===== src/rtl/mem_stage_pkg.sv =====
// rtl/mem_stage_pkg.sv - shared encodings and widths for the memory-access stage
package mem_stage_pkg;

   localparam int DATA_W = 32;
   localparam int RIDX_W = 5;

   typedef enum logic [1:0] {
      MEM_NONE = 2'b00,
      MEM_LD   = 2'b01,
      MEM_ST   = 2'b10,
      MEM_RSV  = 2'b11
   } mem_op_e;

   typedef enum logic {
      IDLE = 1'b0,
      WAIT = 1'b1
   } state_e;

endpackage


===== src/rtl/mem_stage_fsm.sv =====
// rtl/mem_stage_fsm.sv - transaction state, request/stall generation and ack handling
module mem_stage_fsm
   import mem_stage_pkg::*;
(
   input  logic clk,
   input  logic rst,
   input  logic start,
   input  logic mem_ack,
   output logic stall,
   output logic mem_req,
   output logic done
);

   state_e state;

   always_ff @(posedge clk or posedge rst) begin
      if (rst) begin
         state   <= IDLE;
         stall   <= 1'b0;
         mem_req <= 1'b0;
      end else begin
         case (state)
            IDLE: begin
               if (start) begin
                  state   <= WAIT;
                  stall   <= 1'b1;
                  mem_req <= 1'b1;
               end
            end
            WAIT: begin
               if (mem_ack) begin
                  state   <= IDLE;
                  stall   <= 1'b0;
                  mem_req <= 1'b0;
               end
            end
            default: begin
               state   <= IDLE;
               stall   <= 1'b0;
               mem_req <= 1'b0;
            end
         endcase
      end
   end

   // An ack outside WAIT belongs to no request and is dropped here.
   assign done = (state == WAIT) && mem_ack;

endmodule


===== src/rtl/mem_stage.sv =====
// rtl/mem_stage.sv - memory-access stage: word load/store over req/ack, registered writeback bundle
module mem_stage #(
   parameter int ADDR_W = 32,
   parameter int DATA_W = 32,
   parameter int RIDX_W = 5
) (
   input  logic              clk,
   input  logic              rst,
   input  logic              in_valid,
   input  logic [1:0]        in_mem_op,
   input  logic [DATA_W-1:0] in_result_I,
   input  logic              in_result_P,
   input  logic [DATA_W-1:0] in_wdata,
   input  logic [RIDX_W-1:0] in_dst,
   input  logic              in_wb_I,
   input  logic              in_wb_P,
   output logic              stall,
   output logic              mem_req,
   output logic              mem_we,
   output logic [ADDR_W-1:0] mem_addr,
   output logic [DATA_W-1:0] mem_wdata,
   input  logic              mem_ack,
   input  logic [DATA_W-1:0] mem_rdata,
   output logic              out_valid,
   output logic [DATA_W-1:0] out_data,
   output logic              out_p,
   output logic [RIDX_W-1:0] out_dst,
   output logic              out_wb_I,
   output logic              out_wb_P,
   output logic              out_fault
);

   import mem_stage_pkg::*;

   logic accept, start, done, misal, is_mem, is_fault;

   logic [DATA_W-1:0] hold_res;
   logic [RIDX_W-1:0] hold_dst;
   logic              hold_p, hold_ld, hold_wbi, hold_wbp;

   assign accept   = in_valid && !stall;
   assign misal    = (in_result_I[1:0] != 2'b00);
   assign is_mem   = (in_mem_op == MEM_LD) || (in_mem_op == MEM_ST);
   assign is_fault = (in_mem_op == MEM_RSV) || (is_mem && misal);
   assign start    = accept && is_mem && !misal;

   mem_stage_fsm u_fsm (
      .clk     (clk),
      .rst     (rst),
      .start   (start),
      .mem_ack (mem_ack),
      .stall   (stall),
      .mem_req (mem_req),
      .done    (done)
   );

   always_ff @(posedge clk or posedge rst) begin
      if (rst) begin
         mem_we    <= 1'b0;
         mem_addr  <= '0;
         mem_wdata <= '0;
         hold_res  <= '0;
         hold_dst  <= '0;
         hold_p    <= 1'b0;
         hold_ld   <= 1'b0;
         hold_wbi  <= 1'b0;
         hold_wbp  <= 1'b0;
         out_valid <= 1'b0;
         out_data  <= '0;
         out_p     <= 1'b0;
         out_dst   <= '0;
         out_wb_I  <= 1'b0;
         out_wb_P  <= 1'b0;
         out_fault <= 1'b0;
      end else begin
         out_valid <= 1'b0;
         // done and accept are exclusive: accept needs IDLE, done needs WAIT.
         if (done) begin
            out_valid <= 1'b1;
            out_data  <= hold_ld ? mem_rdata : hold_res;
            out_p     <= hold_p;
            out_dst   <= hold_dst;
            out_wb_I  <= hold_ld && hold_wbi;
            out_wb_P  <= hold_ld && hold_wbp;
            out_fault <= 1'b0;
         end else if (start) begin
            mem_we    <= (in_mem_op == MEM_ST);
            mem_addr  <= in_result_I[ADDR_W-1:0];
            mem_wdata <= in_wdata;
            hold_res  <= in_result_I;
            hold_dst  <= in_dst;
            hold_p    <= in_result_P;
            hold_ld   <= (in_mem_op == MEM_LD);
            hold_wbi  <= in_wb_I;
            hold_wbp  <= in_wb_P;
         end else if (accept) begin
            out_valid <= 1'b1;
            out_data  <= in_result_I;
            out_p     <= in_result_P;
            out_dst   <= in_dst;
            out_wb_I  <= in_wb_I && !is_fault;
            out_wb_P  <= in_wb_P && !is_fault;
            out_fault <= is_fault;
         end
      end
   end

endmodule


===== config.mk =====
export PLATFORM = sky130hd
export DESIGN_NAME = mem_stage
export DESIGN_NICKNAME = d
export VERILOG_FILES = /design/src/rtl/mem_stage_pkg.sv /design/src/rtl/mem_stage_fsm.sv /design/src/rtl/mem_stage.sv
export SDC_FILE = /design/constraint.sdc
export NUM_CORES = 1
export LEC_CHECK = 0
export ABC_AREA = 0
export CORE_MARGIN = 1
export CORE_UTILIZATION = 44
export CTS_BUF_LIST = sky130_fd_sc_hd__clkbuf_16
export CTS_CLUSTER_DIAMETER = 40
export DETAILED_ROUTE_END_ITERATION = 10
export GPL_TIMING_DRIVEN = 0
export PLACE_DENSITY = 0.88
export SYNTH_ARGS = -nofsm -noshare
export SYNTH_HDL_FRONTEND = slang
export SYNTH_HIERARCHICAL = 1
export SYNTH_SLANG_ARGS = --single-unit
export TNS_END_PERCENT = 30

===== constraint.sdc =====
create_clock -name clk -period 5.1 [get_ports clk]
set_input_delay 1.53 -clock clk [delete_from_list [all_inputs] [get_ports clk]]
set_output_delay 1.53 -clock clk [all_outputs]
set_load 0.01 [all_outputs]

==> flow_results.org, run 1 <==
** Run status
- Run status :: finished, final reports clean

** Cells and area
- Cells with a size suffix above 1 make up 23.0% of the layout.
- Multi-input combinational cell area :: 2330 um^2
- Diodes inserted :: 0
- Final-stage net count :: 753
- Storage cell area :: 2950 um^2
- Area overhead of the layout relative to synthesis :: 53.4%
- Fill cell total of the finished layout :: 815

** Route
- In the routed design, unresolved DRC markers number 0.
- Routed wire length per instance :: 18.2 um
- Number of detailed-route iterations in the first pass :: 4
- Final Routed Wirelength :: 14800 um
- Total number of vias :: 4103
- Remaining antenna violation count after routing :: 0
- The first routing iteration left 209 violations.
- Detailed-route vias per instance :: 5.02

** Critical path
- Series of cell instances along the critical path :: clkdlybuf4s50_1 > inv_1 > ha_1 > or3_1 > buf_2 > a21o_1 > buf_2 > buf_1 > mux2_2
- CP most frequent cell :: sky130_fd_sc_hd__buf_2
- Element type at the critical path end :: register
- Classification of the worst setup path :: in -> reg
- Arrival @ worst endpoint :: 4.05 ns
- Max Fanout on Critical Path :: 10
- Critical Path Source Type :: input port
- The largest single stage delay on the critical path is 0.52 ns.
- Crit path max-delay cell type :: sky130_fd_sc_hd__clkdlybuf4s50_1
- Required time at the worst-slack endpoint :: 5.38 ns

** Synthesis
- Yosys instantiated no cell more often than sky130_fd_sc_hd__dfrtp_1.
- List of most frequent post-synthesis cells :: sky130_fd_sc_hd__dfrtp_1, sky130_fd_sc_hd__mux2_4, sky130_fd_sc_hd__mux2_2, sky130_fd_sc_hd__a21oi_1, sky130_fd_sc_hd__nor2_1
- Synth Area in Adders :: 0.686%
- Fraction of synthesized cell area taken by the top area cell type :: 53.9%
- The synthesized netlist devotes 4.34% of its cell area to simple gates.
- Synthesis produced a netlist with a net count of 515.
- Summing every instance area after synthesis gives 5470 um^2.
- Count of unique library cells instantiated by Yosys :: 28
- For this run, the leading register cell type out of synthesis is sky130_fd_sc_hd__dfrtp_1.
- Cell taking the most area after synthesis :: sky130_fd_sc_hd__dfrtp_1
- Mapped Cells :: 402
- Yosys mapped a number of flops with a built-in enable equal to 0.
- Largest family of logic cells by synthesized area :: multiplexers
- Sequential elements use 53.9% of the synthesized area.
- Number of warning messages in the yosys log :: 6
- Synth Area in XOR/XNOR :: 0%
- Counting flops and latches in the post-synthesis netlist gives 118.
- In the post-synthesis netlist, the biggest area contributors are sky130_fd_sc_hd__dfrtp_1, sky130_fd_sc_hd__mux2_4, sky130_fd_sc_hd__mux2_2, sky130_fd_sc_hd__mux2i_1, sky130_fd_sc_hd__a21oi_1.
- Average size of a mapped cell :: 13.6 um^2
- Compound-cell area share of the yosys netlist :: 5.83%
- Of all flip-flops after synthesis, the portion carrying an async set or reset was 100%.
- Mux cell area share after synthesis :: 31.6%

** Placed design
- Minimum setup slack after placement :: 0.926 ns
- Placer Congestion :: 0.755
- PortBufs :: 218
- Detailed placement finished with a half-perimeter wire length of 10700 um.

** Die
- Chip width :: 114 um
- After floorplanning, the core was sized to cover 12100 um^2.
- Initial core utilization :: 45.4%
- Vertical die dimension :: 114 um
- Row generation in the floorplan step produced 40 rows.
- The die covers 12900 um^2.
- Count of boundary I/O pins :: 219

** Min path
- Tightest Hold Check Type :: reg -> reg

** Pwr
- The worst-case IR drop observed on VDD is 0.337 mV.
- Power, Total :: 5.07 mW
- Net switching component of the power :: 1.56 mW
- Reg power frac :: 33.6%
- Combinational share of power :: 46.1%
- Internal Dissipation :: 3.50 mW
- Leak pwr :: 3.73 nW
- The share of total power dissipated in the clock network is 20.3%.
- Net switching is 30.9% of the power.
- P per Cell Area :: 603 nW/um^2

** Timing
- The number of hold violations in the final report is 0.
- Setup violations remaining at the end of the flow were counted as 0.
- Worst-margin pin slew :: 0.790 ns
- Worst-case clock skew :: 0.00579 ns
- The final critical path takes up 73.8% of the cycle.
- Minimum setup slack in the final design :: 1.34 ns
- The number of max-slew violations in the final report was 0.
- Static timing analysis puts the maximum clock frequency at 266 MHz.
- Setup repair after global routing left no endpoint under its margin.
- The worst pin sits at a relative slew slack of 47.3%.
- The worst path in the final design needs a cycle of 3.76 ns, including I/O delays and setup.

** Flow run
- Max-cap violations in this run came to 0.

** Clock tree
- Setup bufs post-CTS :: 0
- Maximum buffer depth of the clock tree :: 2
- For the worst-skew pair, the clock arrives at the later sink with an insertion delay of 0.40 ns.
- Clock input transition at the sequential cells of the worst setup and hold paths :: 0.05 ns
- The tree is rooted in a sky130_fd_sc_hd__clkbuf_16.
- The H-tree was split into 4 levels.
- Cts bufs inserted :: 17
- The number of hold buffers added after CTS was 0.
- Clk sink count :: 118
- TritonCTS built the clock tree.
- Total of cells resized after clock tree synthesis :: 0

** Global route
- Global routing consumed, over all layers together, 24.1% of the routing resources.
- The first global-routing pass estimated 23800 um of wire.
- The initial antenna violation count came to 0.
- Vias in the first global route :: 4561
- Global routing finished with a remaining overflow of 0.
- Entering global routing, the biggest net connects 71 pins.
## registers in the layout, indices dropped and copies added, names as in the netlist, 5 cells and up
name / cells
hold_dst: 5
hold_res: 32
mem_wdata: 32
out_data: 32
out_dst: 5
## worst max-delay path: cells and delay by family
| family | cells | cell delay, ns |
|---|---|---|
| AO/OA/AOI/OAI | 1 | 0.14 |
| adder cells (fa/ha/maj) | 1 | 0.33 |
| buffers and inverters | 5 | 1.53 |
| multiplexers | 1 | 0.41 |
| AND/OR/NAND/NOR | 1 | 0.11 |
## worst paths after layout
kind                       cells after the start            end  slack (ns)           from
setup / recovery                               9   out_data[13]        1.34   in_mem_op[0]
hold / removal                                 1    out_data[8]        0.50    out_data[8]
setup reg to reg                               7   out_data[13]        2.64  u_fsm/mem_req
hold reg to reg                                1    out_data[8]        0.50    out_data[8]
max in group asynchronous                      3   mem_wdata[8]        2.86            rst
min in group asynchronous                      2  u_fsm/mem_req        1.40            rst
## logic make-up (layout without fill, tap and decap cells)
group                      Yosys count  count (layout)
buffers and inverters               35             282
DFF                                118             118
muxes                              138             138
AOI/OAI and AO/OA                   57              57
adders and majority gates            3               3
and+or+nand+nor                     51              51
## power by group through the flow
stage	clock network, mW	registers, mW	logic [mW]
5_1_grt	1.09	1.76	2.48
4_1_cts	1.05	1.70	2.36
3_3_place_gp	0	1.68	2.28
2_1_floorplan	0	1.86	0.961
6_report	1.03	1.70	2.34
3_5_place_dp	0	1.70	2.34
## metrics by stage
stage / util (%) / hold WS (ns) / instances / instance area (um^2) / setup TNS (ns)
floorplan: - / 0.469 / 402 / 5470 / 0
global placement: 65.2 / 0.480 / 788 / 7870 / -133.74
detailed placement: 65.5 / 0.493 / 789 / 7900 / 0
CTS: 69.6 / 0.507 / 817 / 8400 / 0
global route: 69.6 / 0.524 / 817 / 8400 / 0
finish: 69.6 / 0.502 / 817 / 8400 / 0
## routing by layer
metal	share of wire [%]	GRT usage [%]	wire length, um
met1	40	27.9	5940
met2	52	42.3	7710
met3	6.4	7.28	949
met4	1.6	8.33	236
met5	0	0	0
## cells in the final DEF (no fill, tap or decap), types with 9 or more instances in the layout
| cell type | instances |
|---|---|
| sky130_fd_sc_hd__clkdlybuf4s50_1 | 218 |
| sky130_fd_sc_hd__dfrtp_1 | 118 |
| sky130_fd_sc_hd__mux2_4 | 58 |
| sky130_fd_sc_hd__mux2_2 | 48 |
| sky130_fd_sc_hd__a21oi_1 | 39 |
| sky130_fd_sc_hd__nor2_1 | 35 |
| sky130_fd_sc_hd__mux2i_1 | 32 |
| sky130_fd_sc_hd__clkbuf_16 | 17 |
| sky130_fd_sc_hd__clkbuf_1 | 12 |
| sky130_fd_sc_hd__inv_1 | 9 |
## layout make-up
type / count / share of cell area, %
Sequential cell: 118 / 35.2
Multi-Input combinational cell: 249 / 27.7
Timing Repair Buffer: 219 / 26.3
Clock buffer: 17 / 5.07
Tap cell: 168 / 2.50
Buffer: 28 / 2.01
Clock inverter: 11 / 0.879
Inverter: 7 / 0.372
No activity file was read; power rests on OpenSTA's default activity.
==> run 2: changes to the inputs <==
CORE_UTILIZATION = 39   (was 44)
PLACE_DENSITY = 0.83   (was 0.88)
clock period = 3.1 ns   (was 5.1 ns; I/O delays follow)
==> run 2 against run 1 <==
Net effect:
- design area rose by 1.3%
- sequential cell count did not move
- sequential share of layout area fell by 0.43 points
- die area rose by 13%
- first-iteration DRC count fell by 49%
- clock skew rose by 0.00091 ns
- hold slack got worse by 0.0082 ns
- total power rose by 67%
- wire length barely moved
- utilization fell by 6.4 points
- global-route usage fell by 3.1 points
- clock power rose by 76%
- critical endpoint is now hold_res[14]
- largest cell class unchanged
- highest routed layer unchanged
==> flow_results.org, run 2 (synthesis results as in run 1) <==
** Critical path
- The startpoint class of the critical path was an input port (unchanged).
- Crit path max-delay cell type :: sky130_fd_sc_hd__clkdlybuf4s50_1 (unchanged)
- The worst-case reg-to-reg path depth is 6 (was 7).
- Origin of the critical flop-to-flop path :: u_fsm/state (was u_fsm/mem_req)
- Arrival @ worst endpoint :: 3.30 ns (was 4.05 ns)
- Series of cell instances along the critical path :: clkdlybuf4s50_1 > inv_1 > ha_4 > or3_1 > buf_4 > or3_4 > buf_6 > buf_6 > mux2_4 (was clkdlybuf4s50_1 > inv_1 > ha_1 > or3_1 > buf_2 > a21o_1 > buf_2 > buf_1 > mux2_2)
- The setup slack of the worst register-to-register path was 0.77 ns (was 2.64 ns).
- The critical path start-end classification is in -> reg (unchanged).
- The endpoint of the lowest-slack register-to-register path is out_data[16] (was out_data[13]).
- The worst setup path startpoint is in_mem_op[0] (unchanged).
- The data required time at the worst endpoint is 3.38 ns (was 5.38 ns).
- The cell occurring most often along the worst timing path was sky130_fd_sc_hd__buf_6 (was sky130_fd_sc_hd__buf_2).
- Critical path's largest stage delay :: 0.51 ns (was 0.52 ns)
- The endpoint type of the worst setup path is a register (unchanged).
- The largest fanout of any net on the critical path is 10 (unchanged).

** Placed design
- The cell area after placement was 7940 um^2 (was 7900 um^2).
- The count of port buffers added during placement was 218 (unchanged).
- The global placement routability congestion is 0.800 (was 0.755).
- The instance count after placement with tap cells included came to 799 (was 789).
- Half-perimeter wire length after placement :: 10800 um (was 10700 um)

** Route
- Total number of vias :: 4061 (was 4103)
- Remaining DRCs :: 0 (unchanged)
- Final Routed Wirelength :: 14800 um (about the same)
- The number of vias per cell came to 4.89 (was 5.02).
- The number of design-rule violations left by the first detailed-router iteration was 107 (was 209).
- Routed wire length per instance :: 17.9 um (was 18.2 um)
- The remaining antenna violation count after routing came to 0 (unchanged).
- The detailed-router iteration count before antenna repair was 4 (unchanged).

** Cells and area
- The most common cell after layout, fill and taps aside was sky130_fd_sc_hd__clkdlybuf4s50_1 (unchanged).
- Proportion of layout cells with a drive suffix above 1 :: 24.2% (was 23.0%)
- The number of nets in the finished design is 755 (was 753).
- Largest registers: hold_res (32), mem_wdata (32), out_data (32) (unchanged).
- Area overhead of the layout relative to synthesis :: 55.3% (was 53.4%)
- Diodes inserted :: 0 (unchanged)
- Most frequent cells in the layout :: sky130_fd_sc_hd__clkdlybuf4s50_1, sky130_fd_sc_hd__dfrtp_1, sky130_fd_sc_hd__mux2_4 (unchanged)
- The fill cell instance count of the final layout was 1065 (was 815).
- Final cell area excluding filler cells :: 8500 um^2 (was 8400 um^2)
- Utilization after layout :: 63.2% (was 69.6%)
- Filler-free cell count of the finished design :: 830 (was 817)

** Flow run
- The number of max-cap violations came to 0 (unchanged).

** Clock tree
- Maximum buffer depth of the clock tree :: 2 (unchanged)
- Clock tree from TritonCTS :: built (unchanged)
- The cell chosen for the clock root was sky130_fd_sc_hd__clkbuf_16 (unchanged).
- Clk sink count :: 118 (unchanged)
- Clock input transition at the sequential cells of the worst setup and hold paths :: 0.05 ns (about the same)
- Cts bufs inserted :: 17 (unchanged)
- Post-CTS Hold Fix Bufs :: 0 (unchanged)
- The later-pin clock latency in the skew report came to 0.41 ns (was 0.40 ns).
- Count of H-tree levels built during CTS :: 4 (unchanged)
- The buffer count from post-CTS setup fixing was 0 (unchanged).

** Min path
- Number of cells on the worst hold path :: 1 (unchanged)
- The worst-case hold path end point is u_fsm/mem_req (was out_data[8]).
- Tightest Hold Check Type :: reg -> reg (unchanged)
- The startpoint of the tightest hold check path was u_fsm/state (was out_data[8]).

** Pwr
- The power per cell area is 994 nW/um^2 (was 603 nW/um^2).
- Leak pwr :: 3.76 nW (was 3.73 nW)
- The largest vdd supply drop was 0.581 mV (was 0.337 mV).

** Timing
- Unrepaired setup endpoints after global routing: false (unchanged).
- The smallest clock period supported by the final layout is computed as 3.02 ns.
- Number of setup violations in the final report :: 0 (unchanged)
- Fin. Hold Viols :: 0 (unchanged)
- Highest achievable clock rate :: 331 MHz
- Total negative slack :: 0 ns (unchanged)
- The transition time at the pin with the least slew margin was 0.816 ns (was 0.790 ns).
- Final period util :: 97.4%
- The worst-case clock skew came to 0.00670 ns (was 0.00579 ns).
- The number of max-slew violations in the final report was 0 (unchanged).
- Tightest slew margin relative to the limit :: 45.6% (was 47.3%)

** Global route
- Maximum number of pins on one net before global-route repair :: 41 (was 71)
- The total routing resource utilization after global routing came to 21.0% (was 24.1%).
- The initial antenna violation count came to 0 (unchanged).
- Vias in the first global route :: 4467 (was 4561)
- The wire length of the first global-routing pass is 23200 um (was 23800 um).
- The total overflow reported by the global router came to 0 (unchanged).

** Die
- Full die area :: 14500 um^2 (was 12900 um^2)
- Row count :: 42 (was 40)
- The initial cell density of the core is 40.7% (was 45.4%).
- Core Footprint :: 13500 um^2 (was 12100 um^2)
- The number of placed I/O pins came to 219 (unchanged).
- Vertical die dimension :: 120 um (was 114 um)
- Chip width :: 120 um (was 114 um)

** Run status
- Run status: finished, final reports clean (unchanged).
run 2: changes by cell type in the layout (fill, tap and decap cells not counted), moves of 2 or more:
cell                         previous run  this run
sky130_fd_sc_hd__clkinvlp_4             0         3
sky130_fd_sc_hd__clkinv_1               2         4
sky130_fd_sc_hd__buf_1                  2         0
sky130_fd_sc_hd__buf_12                 0         3
sky130_fd_sc_hd__inv_1                  9         7
run 2: how the worst max path moves through the flow:
stage / end / slack [ns] / cells past startpoint
CTS: hold_res[14] / 0.0007 / 9
detailed placement: out_data[11] / -0.48 / 9
finish: hold_res[14] / 0.08 / 9
global route: hold_res[14] / 0.02 / 9
floorplan: hold_dst[4] / 0.30 / 8
global placement: out_data[3] / -0.42 / 9
run 2: layout make-up:
cell class	instances	area, um^2	area share (%)
plain buffers	28	175	2.06
clock buffers	17	425	5.00
clock inverters	14	119	1.40
inverters	7	30.0	0.353
multi-input cells	249	2340	27.5
flip-flops and latches	118	2950	34.7
well taps	176	220	2.59
repair buffers	221	2240	26.4
run 2: worst max-delay path: cells and delay by family:
kind,cells,cell delay (ns)
adder cells (fa/ha/maj),1,0.25
multiplexers,1,0.31
buffers and inverters,5,1.11
AND/OR/NAND/NOR,2,0.68
run 2: per-stage QoR:
step | hold WS (ns) | setup slack (ns) | power [mW]
final | 0.494 | 0.0796 | 8.45
after global routing | 0.521 | 0.0234 | 8.89
after CTS | 0.499 | 0.000731 | 8.53
after detailed placement | 0.492 | -0.479 | 6.65
after global placement | 0.479 | -0.416 | 6.53
after floorplan | 0.469 | 0.298 | 4.65
run 2: timing repair:
item	CTS	global route
pin swaps	0	0
endpoints found under the setup margin	19	75
endpoints found under the hold margin	0	0
gates resized for setup	2	5
run 2: layer usage:
metal | routed length, um | global-route usage [%] | vias up
met5 | 0 | 0 | -
met4 | 153 | 6.48 | 0
met3 | 1110 | 7.17 | 14
met2 | 7520 | 36.2 | 146
met1 | 6040 | 24.5 | 2016
li1 | - | - | 1885
run 2: power breakdown:
| part | switching [mW] | leakage, nW | internal [mW] |
|---|---|---|---|
| combinational | 1.44 | 2.07 | 2.40 |
| clock | 0.661 | 0.269 | 1.15 |
| sequential | 0.481 | 1.43 | 2.31 |
==> run 3: changes to the inputs <==
ABC_AREA = 1   (was 0)
ABC_CLOCK_PERIOD_IN_PS = 3100   (was unset)
CORE_UTILIZATION = 40   (was 39)
CTS_CLUSTER_DIAMETER = 80   (was 40)
PLACE_DENSITY = 0.85   (was 0.83)
==> run 3 against run 2 <==
Net effect:
- total power is 8.0% lower
- critical path depth up 1
- clock-buffer cell count unchanged
- non-clock buffer count grew 23
- synthesized area increased by 1.0%
- clock power rose by 6%
- hold slack got worse by 0.025 ns
- critical path type unchanged
- largest power group unchanged
- highest routed layer unchanged
==> flow_results.org, run 3 <==
** Pwr
- Reg power frac :: 35.0% (was 33.1%)
- Combinational share of power :: 40.5% (was 45.5%)
- Internal Dissipation :: 5.18 mW (was 5.87 mW)
- The power per cell area came to 906 nW/um^2 (was 994 nW/um^2).
- Clock network power share :: 24.6% (was 21.5%)
- Power, Total :: 7.77 mW (was 8.45 mW)
- The largest vdd supply drop is 0.515 mV (was 0.581 mV).
- Leak pwr :: 4.15 nW (was 3.76 nW)
- Net switching component of the power :: 2.59 mW (was 2.58 mW)
- The share of total power consumed by net switching is 33.4% (was 30.6%).

** Clock tree
- The maximum count of clock buffers along a single path came to 2 (unchanged).
- The later-pin clock latency in the skew report is 0.41 ns (about the same).
- The depth of the CTS H-tree is 4 (unchanged).
- The count of hold buffers inserted by post-cts repair was 0 (unchanged).
- Clk sink count :: 118 (unchanged)
- Total of cells resized after clock tree synthesis :: 0 (was 2)
- Clock tree from TritonCTS :: built (unchanged)
- Root Buffer Master :: sky130_fd_sc_hd__clkbuf_16 (unchanged)
- Cts bufs inserted :: 17 (unchanged)
- Clock input transition at the sequential cells of the worst setup and hold paths :: 0.05 ns (about the same)
- Setup bufs post-CTS :: 0 (unchanged)

** Timing
- The transition time at the pin with the least slew margin was 0.534 ns (was 0.816 ns).
- The number of hold violations in the final report is 0 (unchanged).
- Total negative slack :: 0 ns (unchanged)
- Worst hold slack after final layout :: 0.469 ns (was 0.494 ns)
- Slew Limit Fails :: 0 (unchanged)
- The worst-case clock skew is 0.00616 ns (was 0.00670 ns).
- Highest achievable clock rate :: 406 MHz (was 331 MHz)
- The total setup violations reported at the end of the flow was 0 (unchanged).
- The post-route minimum period is 2.46 ns (was 3.02 ns).
- The post-route clock period utilization is 79.5% (was 97.4%).
- Unrepaired setup endpoints after global routing: false (unchanged).
- The max-slew headroom at the worst pin came to 64.4% (was 45.6%).

** Cells and area
- Largest registers :: hold_res (32), mem_wdata (32), out_data (32) (unchanged)
- The number of nets in the finished design came to 1042 (was 755).
- The final standard cell utilization of the core came to 64.2% (was 63.2%).
- Fill cell total of the finished layout :: 1149 (was 1065)
- Commonest non-fill, non-tap cell in the layout :: sky130_fd_sc_hd__nand2_1 (was sky130_fd_sc_hd__clkdlybuf4s50_1)
- The area added between synthesis and finish is 55.1% (was 55.3%).
- Final cell area excluding filler cells :: 8580 um^2 (was 8500 um^2)
- Most frequent cells in the layout :: sky130_fd_sc_hd__nand2_1, sky130_fd_sc_hd__clkdlybuf4s50_1, sky130_fd_sc_hd__dfrtp_1 (was sky130_fd_sc_hd__clkdlybuf4s50_1, sky130_fd_sc_hd__dfrtp_1, sky130_fd_sc_hd__mux2_4)
- Proportion of layout cells with a drive suffix above 1 :: 9.24% (was 24.2%)
- The number of antenna repair diodes came to 0 (unchanged).

** Die
- The placeable core region was 13300 um^2 (was 13500 um^2).
- Vertical die dimension :: 120 um (about the same)
- The initial cell density of the core is 41.4% (was 40.7%).
- The number of placement rows was 42 (unchanged).
- The die area was 14300 um^2 (was 14500 um^2).
- Chip width :: 120 um (about the same)
- Count of boundary I/O pins :: 219 (unchanged)

** Synthesis
- The most common flop cell mapped by yosys is sky130_fd_sc_hd__dfrtp_1 (unchanged).
- List of most frequent post-synthesis cells: sky130_fd_sc_hd__nand2_1, sky130_fd_sc_hd__dfrtp_1, sky130_fd_sc_hd__nand3_1, sky130_fd_sc_hd__o21ai_0, sky130_fd_sc_hd__nor2_1 (was sky130_fd_sc_hd__dfrtp_1, sky130_fd_sc_hd__mux2_4, sky130_fd_sc_hd__mux2_2, sky130_fd_sc_hd__a21oi_1, sky130_fd_sc_hd__nor2_1).
- The sequential cell area fraction in the yosys report was 53.4% (was 53.9%).
- The number of register bits inferred by synthesis was 118 (unchanged).
- Share of synthesized flip-flops with an asynchronous set or reset :: 100% (unchanged)
- Netlist Area Pre-Place :: 5530 um^2 (was 5470 um^2)
- Number of warning messages in the yosys log :: 6 (unchanged)
- Count of unique library cells instantiated by Yosys :: 21 (was 28)
- The top cell type's share of synthesized area was 53.4% (was 53.9%).
- The number of flops mapped to enable cells by yosys is 0 (unchanged).
- The total nets after synthesis was 802 (was 515).
- The number of standard cells after synthesis came to 689 (was 402).
- Average size of a mapped cell :: 8.03 um^2 (was 13.6 um^2)
- Cell taking the most area after synthesis :: sky130_fd_sc_hd__dfrtp_1 (unchanged)
- Dominant cell by count in the synthesized netlist :: sky130_fd_sc_hd__nand2_1 (was sky130_fd_sc_hd__dfrtp_1)
- Largest cells by area after synthesis :: sky130_fd_sc_hd__dfrtp_1, sky130_fd_sc_hd__nand2_1, sky130_fd_sc_hd__nand3_1, sky130_fd_sc_hd__o21ai_0, sky130_fd_sc_hd__buf_2 (was sky130_fd_sc_hd__dfrtp_1, sky130_fd_sc_hd__mux2_4, sky130_fd_sc_hd__mux2_2, sky130_fd_sc_hd__mux2i_1, sky130_fd_sc_hd__a21oi_1)

** Run status
- Run status: finished, final reports clean (unchanged).

** Route
- Remaining DRCs :: 0 (unchanged)
- Iteration-0 DRC Markers :: 460 (was 107)
- The total wire length was 18000 um (was 14800 um).
- Met2 wire length :: 8590 um (was 7520 um)
- The detailed-routing wirelength on met1 was 7620 um (was 6040 um).
- The average detailed-routed wire length per instance is 16.1 um (was 17.9 um).
- The number of vias per cell was 5.09 (was 4.89).
- Number of detailed-route iterations in the first pass :: 5 (was 4)
- The number of vias in the routed layout was 5686 (was 4061).
- Remaining antenna violation count after routing :: 0 (unchanged)
- The top layer used by detailed routing is met4 (unchanged).
- Routed wl met3 :: 1520 um (was 1110 um)

** Critical path
- The worst-case reg-to-reg path depth was 7 (was 6).
- Required time at the worst-slack endpoint :: 3.39 ns (was 3.38 ns)
- The critical path arrival was 2.76 ns (was 3.30 ns).
- Series of cell instances along the critical path: clkdlybuf4s50_1 > inv_1 > ha_1 > inv_1 > nand2_1 > nor2_4 > nand2_2 > buf_2 > nand2_1 > nand2_1 (was clkdlybuf4s50_1 > inv_1 > ha_4 > or3_1 > buf_4 > or3_4 > buf_6 > buf_6 > mux2_4).
- The endpoint type of the worst setup path is a register (unchanged).
- Max Fanout on Critical Path :: 10 (unchanged)
- The critical path start-end classification is in -> reg (unchanged).
- The cell occurring most often along the worst timing path is sky130_fd_sc_hd__nand2_1 (was sky130_fd_sc_hd__buf_6).
- Crit path max-delay cell type :: sky130_fd_sc_hd__clkdlybuf4s50_1 (unchanged)
- The critical path's largest stage delay came to 0.52 ns (was 0.51 ns).
- Critical Path Source Type :: input port (unchanged)

** Placed design
- The global placement routability congestion was 0.819 (was 0.800).
- PortBufs :: 218 (unchanged)
- The cell area after placement is 8000 um^2 (was 7940 um^2).
- The detailed placement HPWL is 12800 um (was 10800 um).

** Min path
- Number of cells on the worst hold path :: 2 (was 1)
- The worst min-delay path class is reg -> reg (unchanged).

** Global route
- Total congestion overflow :: 0 (unchanged)
- Global-route wire length before repair :: 28500 um (was 23200 um)
- Antenna violations before repair :: 0 (unchanged)
- The number of global-route vias before repair is 5538 (was 4467).
- Aggregate global-route resource usage :: 25.8% (was 21.0%)
- The largest net degree at the start of global routing came to 44 (was 41).

** Flow run
- Count of max-cap constraint violations :: 0 (unchanged)
-- run 3: cell types whose count changed after synthesis, sizes merged, moves of 4 or more --
cell / before / now
nand2: 0 / 265
o21ai: 6 / 80
a31oi: 6 / 0
nor2b: 7 / 0
and2: 4 / 0
mux2i: 32 / 0
nand3: 0 / 108
a21oi: 39 / 2
buf: 16 / 41
inv: 7 / 23
mux2: 106 / 0
-- run 3: path summary, 6_finish.rpt --
path                                    start            end  slack, ns
worst max-delay path             in_mem_op[0]        hold_ld       0.64
worst min-delay path            mem_wdata[21]  mem_wdata[21]       0.47
worst max register to register        hold_ld   out_data[22]       1.53
worst min register to register  mem_wdata[21]  mem_wdata[21]       0.47
max in group asynchronous                 rst  mem_wdata[16]       1.52
min in group asynchronous                 rst    u_fsm/state       0.76
-- run 3: power by group through the flow --
| stage | Combinational, mW | Clock [mW] | Sequential (mW) |
|---|---|---|---|
| 2_1_floorplan | 0.950 | 0 | 3.00 |
| 3_3_place_gp | 3.07 | 0 | 2.70 |
| 3_5_place_dp | 3.15 | 0 | 2.72 |
| 4_1_cts | 3.17 | 1.93 | 2.72 |
| 5_1_grt | 3.41 | 2.02 | 2.80 |
| 6_report | 3.14 | 1.91 | 2.72 |
-- run 3: cell families after synthesis --
logic type	share of synthesized area [%]
AO/OA/AOI/OAI	7.49
adder cells (fa/ha/maj)	0.679
buffers and inverters	6.81
flip-flops	53.4
AND/OR/NAND/NOR	31.6
-- run 3: area by class of cell --
class	count	area (um^2)	area share, %
clock buffers	17	425	4.96
repair buffers	221	2250	26.2
flip-flops and latches	118	2950	34.4
clock inverters	15	146	1.71
plain buffers	51	290	3.38
multi-input cells	497	2200	25.7
inverters	23	90.1	1.05
well taps	176	220	2.57
-- run 3: critical path, delay by kind of cell --
kind          cells  cell delay (ns)
simple gates      5             0.60
fa+ha+maj         1             0.29
buf+inv           4             0.93
-- run 3: per-layer routing --
metal	vias to the layer above	track usage (%)
met5	-	0
met4	0	7.34
met3	25	8.37
met2	237	41.5
met1	2722	33.3
li1	2702	-
-- run 3: stage by stage --
stage	std cells	setup WS, ns
after global routing	1118	0.469
after CTS	1118	0.617
after global placement	1083	-0.394
after detailed placement	1086	0.196
final	1118	0.636
after floorplan	689	0.757
